<file path="config.mk">
export PLATFORM = sky130hd
export DESIGN_NAME = decode_stage_flat
export DESIGN_NICKNAME = d
export VERILOG_FILES = /design/src/rtl/decode_stage_if.sv /design/src/rtl/decode_stage.sv /design/src/flat_wrapper.sv
export SDC_FILE = /design/constraint.sdc
export NUM_CORES = 1
export LEC_CHECK = 0
export CAP_MARGIN = 10
export CORE_ASPECT_RATIO = 0.6
export CORE_MARGIN = 1
export CORE_UTILIZATION = 50
export DETAILED_ROUTE_END_ITERATION = 16
export DONT_BUFFER_PORTS = 1
export PLACE_DENSITY_LB_ADDON = 0.3
export SYNTH_ARGS = -nofsm -noshare
export SYNTH_HDL_FRONTEND = slang
export SYNTH_SLANG_ARGS = --single-unit
</file>
<file path="constraint.sdc">
create_clock -name clk -period 7.9 [get_ports clk]
set_clock_uncertainty 0.2 [all_clocks]
set_input_delay 1.58 -clock clk [delete_from_list [all_inputs] [get_ports clk]]
set_output_delay 1.58 -clock clk [all_outputs]
set_load 0.01 [all_outputs]
</file>
<file path="src/rtl/decode_stage_if.sv">
// Fetch/decode/execute bundle for decode_stage; master is the decode side, slave is its environment.
// Perf counter signals exist only when DECODE_PERF_CNT_EN is defined.
interface decode_stage_if #(
  parameter int XLEN = 32,
  parameter int PC_W = 16
);
  logic            in_valid;
  logic            in_ready;
  logic [31:0]     in_instr;
  logic [PC_W-1:0] in_pc;
  logic            flush;
  logic [4:0]      rf_rs1_addr;
  logic [XLEN-1:0] rs1_data;
  logic            out_valid;
  logic            out_ready;
  logic [PC_W-1:0] out_pc;
  logic [6:0]      out_opcode;
  logic [2:0]      out_funct3;
  logic [6:0]      out_funct7;
  logic [4:0]      out_rd;
  logic [4:0]      out_rs1;
  logic [4:0]      out_rs2;
  logic [XLEN-1:0] out_imm;
  logic [PC_W-1:0] out_target;
  logic            out_illegal;
  logic            redirect_valid;
  logic [PC_W-1:0] redirect_pc;
`ifdef DECODE_PERF_CNT_EN
  logic [31:0]     perf_decoded;
  logic [31:0]     perf_stall;
`endif

  modport master (
    input  in_valid, in_instr, in_pc, flush, rs1_data, out_ready,
    output in_ready, rf_rs1_addr, out_valid, out_pc, out_opcode, out_funct3, out_funct7,
    output out_rd, out_rs1, out_rs2, out_imm, out_target, out_illegal,
    output redirect_valid, redirect_pc
`ifdef DECODE_PERF_CNT_EN
    , output perf_decoded, perf_stall
`endif
  );

  modport slave (
    output in_valid, in_instr, in_pc, flush, rs1_data, out_ready,
    input  in_ready, rf_rs1_addr, out_valid, out_pc, out_opcode, out_funct3, out_funct7,
    input  out_rd, out_rs1, out_rs2, out_imm, out_target, out_illegal,
    input  redirect_valid, redirect_pc
`ifdef DECODE_PERF_CNT_EN
    , input perf_decoded, perf_stall
`endif
  );
endinterface

</file>
<file path="src/rtl/decode_stage.sv">
// Registered RV32I decode stage with valid/ready handshake, JAL redirect and two-cycle JALR.
// Define DECODE_PERF_CNT_EN to add the perf_decoded/perf_stall counters.
module decode_stage #(
  parameter int XLEN = 32,
  parameter int PC_W = 16
) (
  input logic           clk,
  input logic           rst,
  decode_stage_if.master bus
);
  localparam logic [0:0] ST_RUN       = 1'b0;
  localparam logic [0:0] ST_JALR_WAIT = 1'b1;

  localparam logic [6:0] OP_REG    = 7'b0110011;
  localparam logic [6:0] OP_LOAD   = 7'b0000011;
  localparam logic [6:0] OP_IMM    = 7'b0010011;
  localparam logic [6:0] OP_JALR   = 7'b1100111;
  localparam logic [6:0] OP_STORE  = 7'b0100011;
  localparam logic [6:0] OP_BRANCH = 7'b1100011;
  localparam logic [6:0] OP_LUI    = 7'b0110111;
  localparam logic [6:0] OP_AUIPC  = 7'b0010111;
  localparam logic [6:0] OP_JAL    = 7'b1101111;
  localparam logic [6:0] OP_FENCE  = 7'b0001111;
  localparam logic [6:0] OP_SYSTEM = 7'b1110011;

  typedef struct packed {
    logic [PC_W-1:0] pc;
    logic [6:0]      opcode;
    logic [2:0]      funct3;
    logic [6:0]      funct7;
    logic [4:0]      rd;
    logic [4:0]      rs1;
    logic [4:0]      rs2;
    logic [XLEN-1:0] imm;
    logic [PC_W-1:0] target;
    logic            illegal;
  } bundle_t;

  localparam int BUNDLE_W = $bits(bundle_t);

  logic [0:0]      state_q, state_d;
  logic            out_valid_q, out_valid_d;
  bundle_t         bundle_q, bundle_d, dec_s;
  logic            redirect_valid_q, redirect_valid_d;
  logic [PC_W-1:0] redirect_pc_q, redirect_pc_d;
  logic [4:0]      rf_rs1_addr_q, rf_rs1_addr_d;
  logic [6:0]      opcode_s;
  logic [2:0]      funct3_s;
  logic signed [31:0] imm32_s;
  logic            in_ready_s;
  logic            accept_s;
  logic [XLEN-1:0] jalr_sum_s;

  assign opcode_s   = bus.in_instr[6:0];
  assign funct3_s   = bus.in_instr[14:12];
  assign in_ready_s = (state_q == ST_RUN) && (!out_valid_q || bus.out_ready) && !bus.flush;
  assign accept_s   = bus.in_valid && in_ready_s;
  assign jalr_sum_s = bus.rs1_data + bundle_q.imm;

  // Field extraction; fields a format does not use stay zero.
  always_comb begin
    dec_s        = {BUNDLE_W{1'b0}};
    imm32_s      = 32'sd0;
    dec_s.pc     = bus.in_pc;
    dec_s.opcode = opcode_s;
    case (opcode_s)
      OP_REG: begin
        dec_s.funct3 = funct3_s;
        dec_s.funct7 = bus.in_instr[31:25];
        dec_s.rd     = bus.in_instr[11:7];
        dec_s.rs1    = bus.in_instr[19:15];
        dec_s.rs2    = bus.in_instr[24:20];
      end
      OP_LOAD, OP_IMM, OP_JALR, OP_FENCE, OP_SYSTEM: begin
        dec_s.funct3 = funct3_s;
        dec_s.rd     = bus.in_instr[11:7];
        dec_s.rs1    = bus.in_instr[19:15];
        // Only the shift-immediate forms carry an unsigned shamt.
        if (opcode_s == OP_IMM && (funct3_s == 3'b001 || funct3_s == 3'b101)) begin
          imm32_s = {27'd0, bus.in_instr[24:20]};
        end else begin
          imm32_s = {{20{bus.in_instr[31]}}, bus.in_instr[31:20]};
        end
      end
      OP_STORE: begin
        dec_s.funct3 = funct3_s;
        dec_s.rs1    = bus.in_instr[19:15];
        dec_s.rs2    = bus.in_instr[24:20];
        imm32_s      = {{20{bus.in_instr[31]}}, bus.in_instr[31:25], bus.in_instr[11:7]};
      end
      OP_BRANCH: begin
        dec_s.funct3 = funct3_s;
        dec_s.rs1    = bus.in_instr[19:15];
        dec_s.rs2    = bus.in_instr[24:20];
        imm32_s      = {{20{bus.in_instr[31]}}, bus.in_instr[7], bus.in_instr[30:25],
                        bus.in_instr[11:8], 1'b0};
      end
      OP_LUI, OP_AUIPC: begin
        dec_s.rd = bus.in_instr[11:7];
        imm32_s  = {bus.in_instr[31:12], 12'd0};
      end
      OP_JAL: begin
        dec_s.rd = bus.in_instr[11:7];
        imm32_s  = {{12{bus.in_instr[31]}}, bus.in_instr[19:12], bus.in_instr[20],
                    bus.in_instr[30:21], 1'b0};
      end
      default: begin
        dec_s.illegal = 1'b1;
      end
    endcase
    dec_s.imm = XLEN'(imm32_s);
    if (opcode_s == OP_BRANCH) begin
      dec_s.target = bus.in_pc + dec_s.imm[PC_W-1:0];
    end else begin
      dec_s.target = {PC_W{1'b0}};
    end
  end

  // Handshake/FSM next state; flush wins, then JALR completion, then accept, then drain.
  always_comb begin
    state_d          = state_q;
    out_valid_d      = out_valid_q;
    bundle_d         = bundle_q;
    redirect_valid_d = 1'b0;
    redirect_pc_d    = redirect_pc_q;
    rf_rs1_addr_d    = rf_rs1_addr_q;
    if (bus.flush) begin
      out_valid_d = 1'b0;
      state_d     = ST_RUN;
    end else if (state_q == ST_JALR_WAIT) begin
      out_valid_d      = 1'b1;
      redirect_valid_d = 1'b1;
      redirect_pc_d    = {jalr_sum_s[PC_W-1:1], 1'b0};
      state_d          = ST_RUN;
    end else if (accept_s) begin
      bundle_d      = dec_s;
      rf_rs1_addr_d = dec_s.rs1;
      if (opcode_s == OP_JALR) begin
        out_valid_d = 1'b0;
        state_d     = ST_JALR_WAIT;
      end else begin
        out_valid_d = 1'b1;
        if (opcode_s == OP_JAL) begin
          redirect_valid_d = 1'b1;
          redirect_pc_d    = bus.in_pc + dec_s.imm[PC_W-1:0];
        end else begin
          redirect_valid_d = 1'b0;
        end
      end
    end else if (bus.out_ready) begin
      out_valid_d = 1'b0;
    end else begin
      out_valid_d = out_valid_q;
    end
  end

  // State and output registers.
  always_ff @(posedge clk or posedge rst) begin
    if (rst) begin
      state_q          <= ST_RUN;
      out_valid_q      <= 1'b0;
      bundle_q         <= {BUNDLE_W{1'b0}};
      redirect_valid_q <= 1'b0;
      redirect_pc_q    <= {PC_W{1'b0}};
      rf_rs1_addr_q    <= 5'd0;
    end else begin
      state_q          <= state_d;
      out_valid_q      <= out_valid_d;
      bundle_q         <= bundle_d;
      redirect_valid_q <= redirect_valid_d;
      redirect_pc_q    <= redirect_pc_d;
      rf_rs1_addr_q    <= rf_rs1_addr_d;
    end
  end

  assign bus.in_ready       = in_ready_s;
  assign bus.rf_rs1_addr    = rf_rs1_addr_q;
  assign bus.out_valid      = out_valid_q;
  assign bus.out_pc         = bundle_q.pc;
  assign bus.out_opcode     = bundle_q.opcode;
  assign bus.out_funct3     = bundle_q.funct3;
  assign bus.out_funct7     = bundle_q.funct7;
  assign bus.out_rd         = bundle_q.rd;
  assign bus.out_rs1        = bundle_q.rs1;
  assign bus.out_rs2        = bundle_q.rs2;
  assign bus.out_imm        = bundle_q.imm;
  assign bus.out_target     = bundle_q.target;
  assign bus.out_illegal    = bundle_q.illegal;
  assign bus.redirect_valid = redirect_valid_q;
  assign bus.redirect_pc    = redirect_pc_q;

`ifdef DECODE_PERF_CNT_EN
  logic [31:0] perf_decoded_q, perf_decoded_d;
  logic [31:0] perf_stall_q, perf_stall_d;

  // Free-running event counters, wrapping naturally.
  always_comb begin
    perf_decoded_d = perf_decoded_q + (accept_s ? 32'd1 : 32'd0);
    perf_stall_d   = perf_stall_q + ((bus.in_valid && !in_ready_s) ? 32'd1 : 32'd0);
  end

  // Counter registers.
  always_ff @(posedge clk or posedge rst) begin
    if (rst) begin
      perf_decoded_q <= 32'd0;
      perf_stall_q   <= 32'd0;
    end else begin
      perf_decoded_q <= perf_decoded_d;
      perf_stall_q   <= perf_stall_d;
    end
  end

  assign bus.perf_decoded = perf_decoded_q;
  assign bus.perf_stall   = perf_stall_q;
`endif
endmodule

</file>
<file path="src/flat_wrapper.sv">
// flat-port wrapper written by rule: the top's interface ports become plain ports
module decode_stage_flat 
#(
  parameter int XLEN = 32,
  parameter int PC_W = 16
)
  (clk, rst, bus_in_valid, bus_in_instr, bus_in_pc, bus_flush, bus_rs1_data, bus_out_ready, bus_in_ready, bus_rf_rs1_addr, bus_out_valid, bus_out_pc, bus_out_opcode, bus_out_funct3, bus_out_funct7, bus_out_rd, bus_out_rs1, bus_out_rs2, bus_out_imm, bus_out_target, bus_out_illegal, bus_redirect_valid, bus_redirect_pc);
  decode_stage_if #(.XLEN(XLEN), .PC_W(PC_W)) bus_i ();
  input logic clk;
  input logic rst;
  input wire logic [$bits(bus_i.in_valid)-1:0] bus_in_valid;
  input wire logic [$bits(bus_i.in_instr)-1:0] bus_in_instr;
  input wire logic [$bits(bus_i.in_pc)-1:0] bus_in_pc;
  input wire logic [$bits(bus_i.flush)-1:0] bus_flush;
  input wire logic [$bits(bus_i.rs1_data)-1:0] bus_rs1_data;
  input wire logic [$bits(bus_i.out_ready)-1:0] bus_out_ready;
  output wire logic [$bits(bus_i.in_ready)-1:0] bus_in_ready;
  output wire logic [$bits(bus_i.rf_rs1_addr)-1:0] bus_rf_rs1_addr;
  output wire logic [$bits(bus_i.out_valid)-1:0] bus_out_valid;
  output wire logic [$bits(bus_i.out_pc)-1:0] bus_out_pc;
  output wire logic [$bits(bus_i.out_opcode)-1:0] bus_out_opcode;
  output wire logic [$bits(bus_i.out_funct3)-1:0] bus_out_funct3;
  output wire logic [$bits(bus_i.out_funct7)-1:0] bus_out_funct7;
  output wire logic [$bits(bus_i.out_rd)-1:0] bus_out_rd;
  output wire logic [$bits(bus_i.out_rs1)-1:0] bus_out_rs1;
  output wire logic [$bits(bus_i.out_rs2)-1:0] bus_out_rs2;
  output wire logic [$bits(bus_i.out_imm)-1:0] bus_out_imm;
  output wire logic [$bits(bus_i.out_target)-1:0] bus_out_target;
  output wire logic [$bits(bus_i.out_illegal)-1:0] bus_out_illegal;
  output wire logic [$bits(bus_i.redirect_valid)-1:0] bus_redirect_valid;
  output wire logic [$bits(bus_i.redirect_pc)-1:0] bus_redirect_pc;
  assign bus_i.in_valid = bus_in_valid;
  assign bus_i.in_instr = bus_in_instr;
  assign bus_i.in_pc = bus_in_pc;
  assign bus_i.flush = bus_flush;
  assign bus_i.rs1_data = bus_rs1_data;
  assign bus_i.out_ready = bus_out_ready;
  assign bus_in_ready = bus_i.in_ready;
  assign bus_rf_rs1_addr = bus_i.rf_rs1_addr;
  assign bus_out_valid = bus_i.out_valid;
  assign bus_out_pc = bus_i.out_pc;
  assign bus_out_opcode = bus_i.out_opcode;
  assign bus_out_funct3 = bus_i.out_funct3;
  assign bus_out_funct7 = bus_i.out_funct7;
  assign bus_out_rd = bus_i.out_rd;
  assign bus_out_rs1 = bus_i.out_rs1;
  assign bus_out_rs2 = bus_i.out_rs2;
  assign bus_out_imm = bus_i.out_imm;
  assign bus_out_target = bus_i.out_target;
  assign bus_out_illegal = bus_i.out_illegal;
  assign bus_redirect_valid = bus_i.redirect_valid;
  assign bus_redirect_pc = bus_i.redirect_pc;
  decode_stage #(.XLEN(XLEN), .PC_W(PC_W)) u_core (.clk(clk), .rst(rst), .bus(bus_i));
endmodule
</file>
; ---- Word-level counts from Yosys, hierarchy flattened
; Index checks and enable logic that the tools add are counted.
; W data, S select, Z words.
[op_classes]
n_addsub = 2
eq_ne = 14
n_mux = 27
bitwise_logic = 2
reduce_logical = 19
[op_table]
columns = cell, n
row1 = $pmux W32 S5, 1
row2 = $mux W16, 5
row3 = $add A16 B16 Y16, 2
row4 = $mux W32, 1
row5 = $eq A7 B7 Y1 const B, 4
row6 = $eq A7 B6 Y1 const B, 3
row7 = $mux W1, 15
row8 = $mux W5, 3
row9 = $eq A7 B5 Y1 const B, 2
row10 = $reduce_or A11 Y1, 1
row11 = $reduce_or A9 Y1, 1
row12 = $reduce_or A8 Y1, 1
row13 = $eq A7 B2 Y1 const B, 1
row14 = $eq A7 B4 Y1 const B, 1
row15 = $mux W7, 1
row16 = $reduce_or A5 Y1, 1
row17 = $logic_and A1 B1 Y1, 4
row18 = $reduce_and A4 Y1, 1
row19 = $reduce_bool A2 Y1, 2
row20 = $reduce_bool A4 Y1, 1
row21 = $eq A3 B1 Y1 const B, 1
row22 = $eq A3 B3 Y1 const B, 1
row23 = $mux W3, 1
row24 = $reduce_and A3 Y1, 1
row25 = 6 further kinds, 9
[totals]
reg_bits = 116

; ---- Depth between registers and ports, before layout
[logic_depth]
depth_word = 10
mapped_depth = 15

; ---- Worst setup path before layout
; No wires, ideal clock.
[synth_path]
path_type = input port to flip-flop
from = input bus_in_instr[2]
to = register u_core.redirect_pc_q[15], in the netlist u_core.bus.redirect_pc[15]
setup_time_ns = 0.084
arrival_ns = 4.620
required_ns = 7.616
path_slack_ns = 2.997
stages = 14
n_path_buf = 1
cell_sequence = buf_2 > and4bb_4 > a32oi_2 > o41ai_4 > a211oi_2 > nor2b_1 > ha_1 > a21o_1 > a221oi_1 > nand2_1 > o21ai_0 > o21ai_0 > or3_1 > a41oi_2
[synth_lines]
columns = element, line
row1 = "start, declared", flat_wrapper.sv:12  ; input wire logic [$bits(bus_i.in_instr)-1:0] bus_in_instr;
row2 = "end signal, assigned", decode_stage.sv:164  ; redirect_pc_q <= {PC_W{1'b0}};
row3 = "end signal, assigned", decode_stage.sv:171  ; redirect_pc_q <= redirect_pc_d;
row4 = "end, declared", decode_stage.sv:45  ; logic [PC_W-1:0] redirect_pc_q, redirect_pc_d;

==> run metrics <==
outcome=finished clean; total CTS buffers=17; Vert. Die Dim=89.45 microns; drt initial violations=464; CTS tree=done; initial antenna violation count=0; nets@finish=773; cell area after synthesis=0.006372 sq mm; cell area power density=223.5 mW/mm^2; Starting Density=0.5199; row cnt=31; most frequent cell after synthesis=nand2_1; clk root buf=clkbuf_16; share of Yosys cell area claimed by the top area cell type=0.4555; # port buffers=0; post-cts resize count=0; worst skew pair latency=0.41 ns; Final Critical Period=5.206 ns; number of max-cap violations=0; FF+latch count, synth=116; EDFF count, synth=0; placed cells=803; per-cell routed wire length=approximately 23 microns; Tot Pwr=1.566 mW; multi-input logic area=0.003253 sq mm; Routed WL=19.45 mm; Worst Hold Class=reg -> reg; Layout area overhead=9.955%; post-synthesis area per instance=9.511 sq um; fin util=0.5717; vias in the first global route=5189; Relative slew margins=0.3025; period utilization=0.6590; HP Start=u_core.bus.out_opcode[0]; die area=around 0.013 sq mm; RSZ-0062 raised after global routing=false; VDD IR max=0.1307 mV; final hold viol count=0; worst slew pin tran=about 1.0 ns; Final WS setup=2.694 ns; GRT Util Overall=0.2975; leak pwr=about 3.4 nW; Warnings, synthesis=0; Main synth FF type=dfrtp_1; Worst-path clk slew=0.05 ns; Max Slew Vio Count=0; worst reg2reg startpoint=u_core.state_q; hpwl dp=14.31 mm; Hold-fix buffers, CTS=0; Syn Inst Count=670; layout cells sized above 1=0.08533; Max Freq=192.1 MHz; WP data arrival=5.32 ns; top cell type by total area after synthesis=dfrtp_1; chip width=147.7 microns; Filler Cells Inserted=between 1000 and 1500; total core area=0.01226 sq mm; worst setup path startpoint=bus_in_instr[3]; DRC=0; GP Congestion=0.9340; remaining antenna violation count after routing=0; post-synthesis async set-or-reset flop share=1.000; startpoint type of the worst setup path=primary input; htree depth=4; Final Instance Count excl. Fillers=833; Crit Path Category=in -> reg; Finish-stage setup viols=0; fraction of the yosys area taken by sequential cells=0.4555; drt pass-1 iters=5; grt ovf=0; dpl ws=2.409 ns; worst-path fanout max=14; Synth cell types=67; worst-case clock buffer depth=2; via count=5423; Worst Setup End Kind=flop; Worst Path Required=between 8 and 9 ns; Ports=206; syn nets=around 790; largest cells by area after synthesis=dfrtp_1 46%, nand2_1 7.6%, a22o_1 6.9%; largest net degree at the start of global routing=97; Post-CTS Setup Bufs=0; first-pass GRT wire length=29.30 mm; area of all sequential standard cells=0.002903 sq mm; Sink Count=116; DR vias/cell=6.510; Antenna diodes=0; Total Negative Setup Slacks=0 ns; Post-synth top cells=129 x nand2_1, 116 x dfrtp_1, 50 x a22o_1
final timing paths:
| path | end | slack (ns) | cells past startpoint |
|---|---|---|---|
| min reg2reg | u_core.bus.out_opcode[0] | 0.35 | 2 |
| max in group asynchronous | u_core.bus.out_imm[10] | 5.25 | 2 |
| min in group asynchronous | u_core.bus.out_rs1[0] | 0.97 | 1 |
| max reg2reg | u_core.bus.redirect_pc[6] | 3.89 | 7 |
| max | u_core.bus.redirect_pc[15] | 2.69 | 13 |
| min | u_core.bus.out_opcode[0] | 0.35 | 2 |
flip-flops by register name, indices dropped and copies added (netlist names), 5 cells and up:
signal / flops
u_core.bus.redirect_pc: 16
u_core.bus.out_rs1: 5
u_core.bus.out_opcode: 7
u_core.bus.out_target: 16
u_core.bus.out_funct7: 7
u_core.bus.out_imm: 32
u_core.bus.out_rs2: 5
u_core.bus.out_rd: 5
u_core.bus.out_pc: 16
critical path, stage by stage:
cell and delay, ns:
or2_1 0.24, nor2_1 0.21, nand4_1 0.23, a211oi_2 0.61
nor2b_1 0.24, ha_1 0.42, and3_1 0.21, a221oi_1 0.24
nand2_1 0.18, o21ai_0 0.33, o21ai_0 0.25, or3_1 0.39
a41oi_2 0.20
final cells by class:
type	instances	area share
well taps	165	0.02946
clock buffers	19	0.06321
inverters	17	0.009464
flip-flops and latches	116	0.4143
repair buffers	3	0.003214
multi-input cells	502	0.4643
clock inverters	11	0.01607
where the power goes:
group	switching (mW)	total [mW]	internal, mW
combinational	0.0979	0.155	0.0568
clock	0.270	0.735	0.465
sequential	0.0463	0.677	0.630
total	0.415	1.57	1.15
cell usage in the layout, fill, tap and decap left out, types with 7 or more instances in the layout:
cell type,synthesis,layout
o21ai_0,28,28
nor2b_1,12,12
nand2_1,129,128
a22o_1,50,50
clkbuf_16,0,17
nor2_1,38,38
a31oi_1,9,9
inv_1,15,14
xor2_1,7,7
ha_1,29,29
dfrtp_1,116,116
a21o_1,14,14
a21oi_1,40,40
mux2_2,9,9
o21ai_1,14,14
nand3_1,12,12
xnor2_1,15,15
kinds of logic after synthesis:
kind of cell	synth area share
flip-flops	0.4555
adder cells (fa/ha/maj)	0.06322
AO/OA/AOI/OAI	0.2352
multiplexers	0.01748
AND/OR/NAND/NOR	0.1632
XOR/XNOR	0.03024
buffers and inverters	0.03515
metal layers:
| metal | part of all wire | GRT usage | vias up |
|---|---|---|---|
| met5 | 0 | 0 | - |
| met4 | 0.019 | 0.1040 | 0 |
| met3 | 0.12 | 0.1087 | 38 |
| met2 | 0.42 | 0.4314 | 299 |
| met1 | 0.44 | 0.4092 | 2698 |
| li1 | - | - | 2388 |
metrics by stage:
stage	area, sq um	hold WS [ns]
finish	7007	0.3483
global route	7007	0.3798
CTS	7007	0.3498
detailed placement	6451	0.3339
global placement	6451	0.3316
floorplan	6372	0.3070
(Power assumes the default switching activity.)
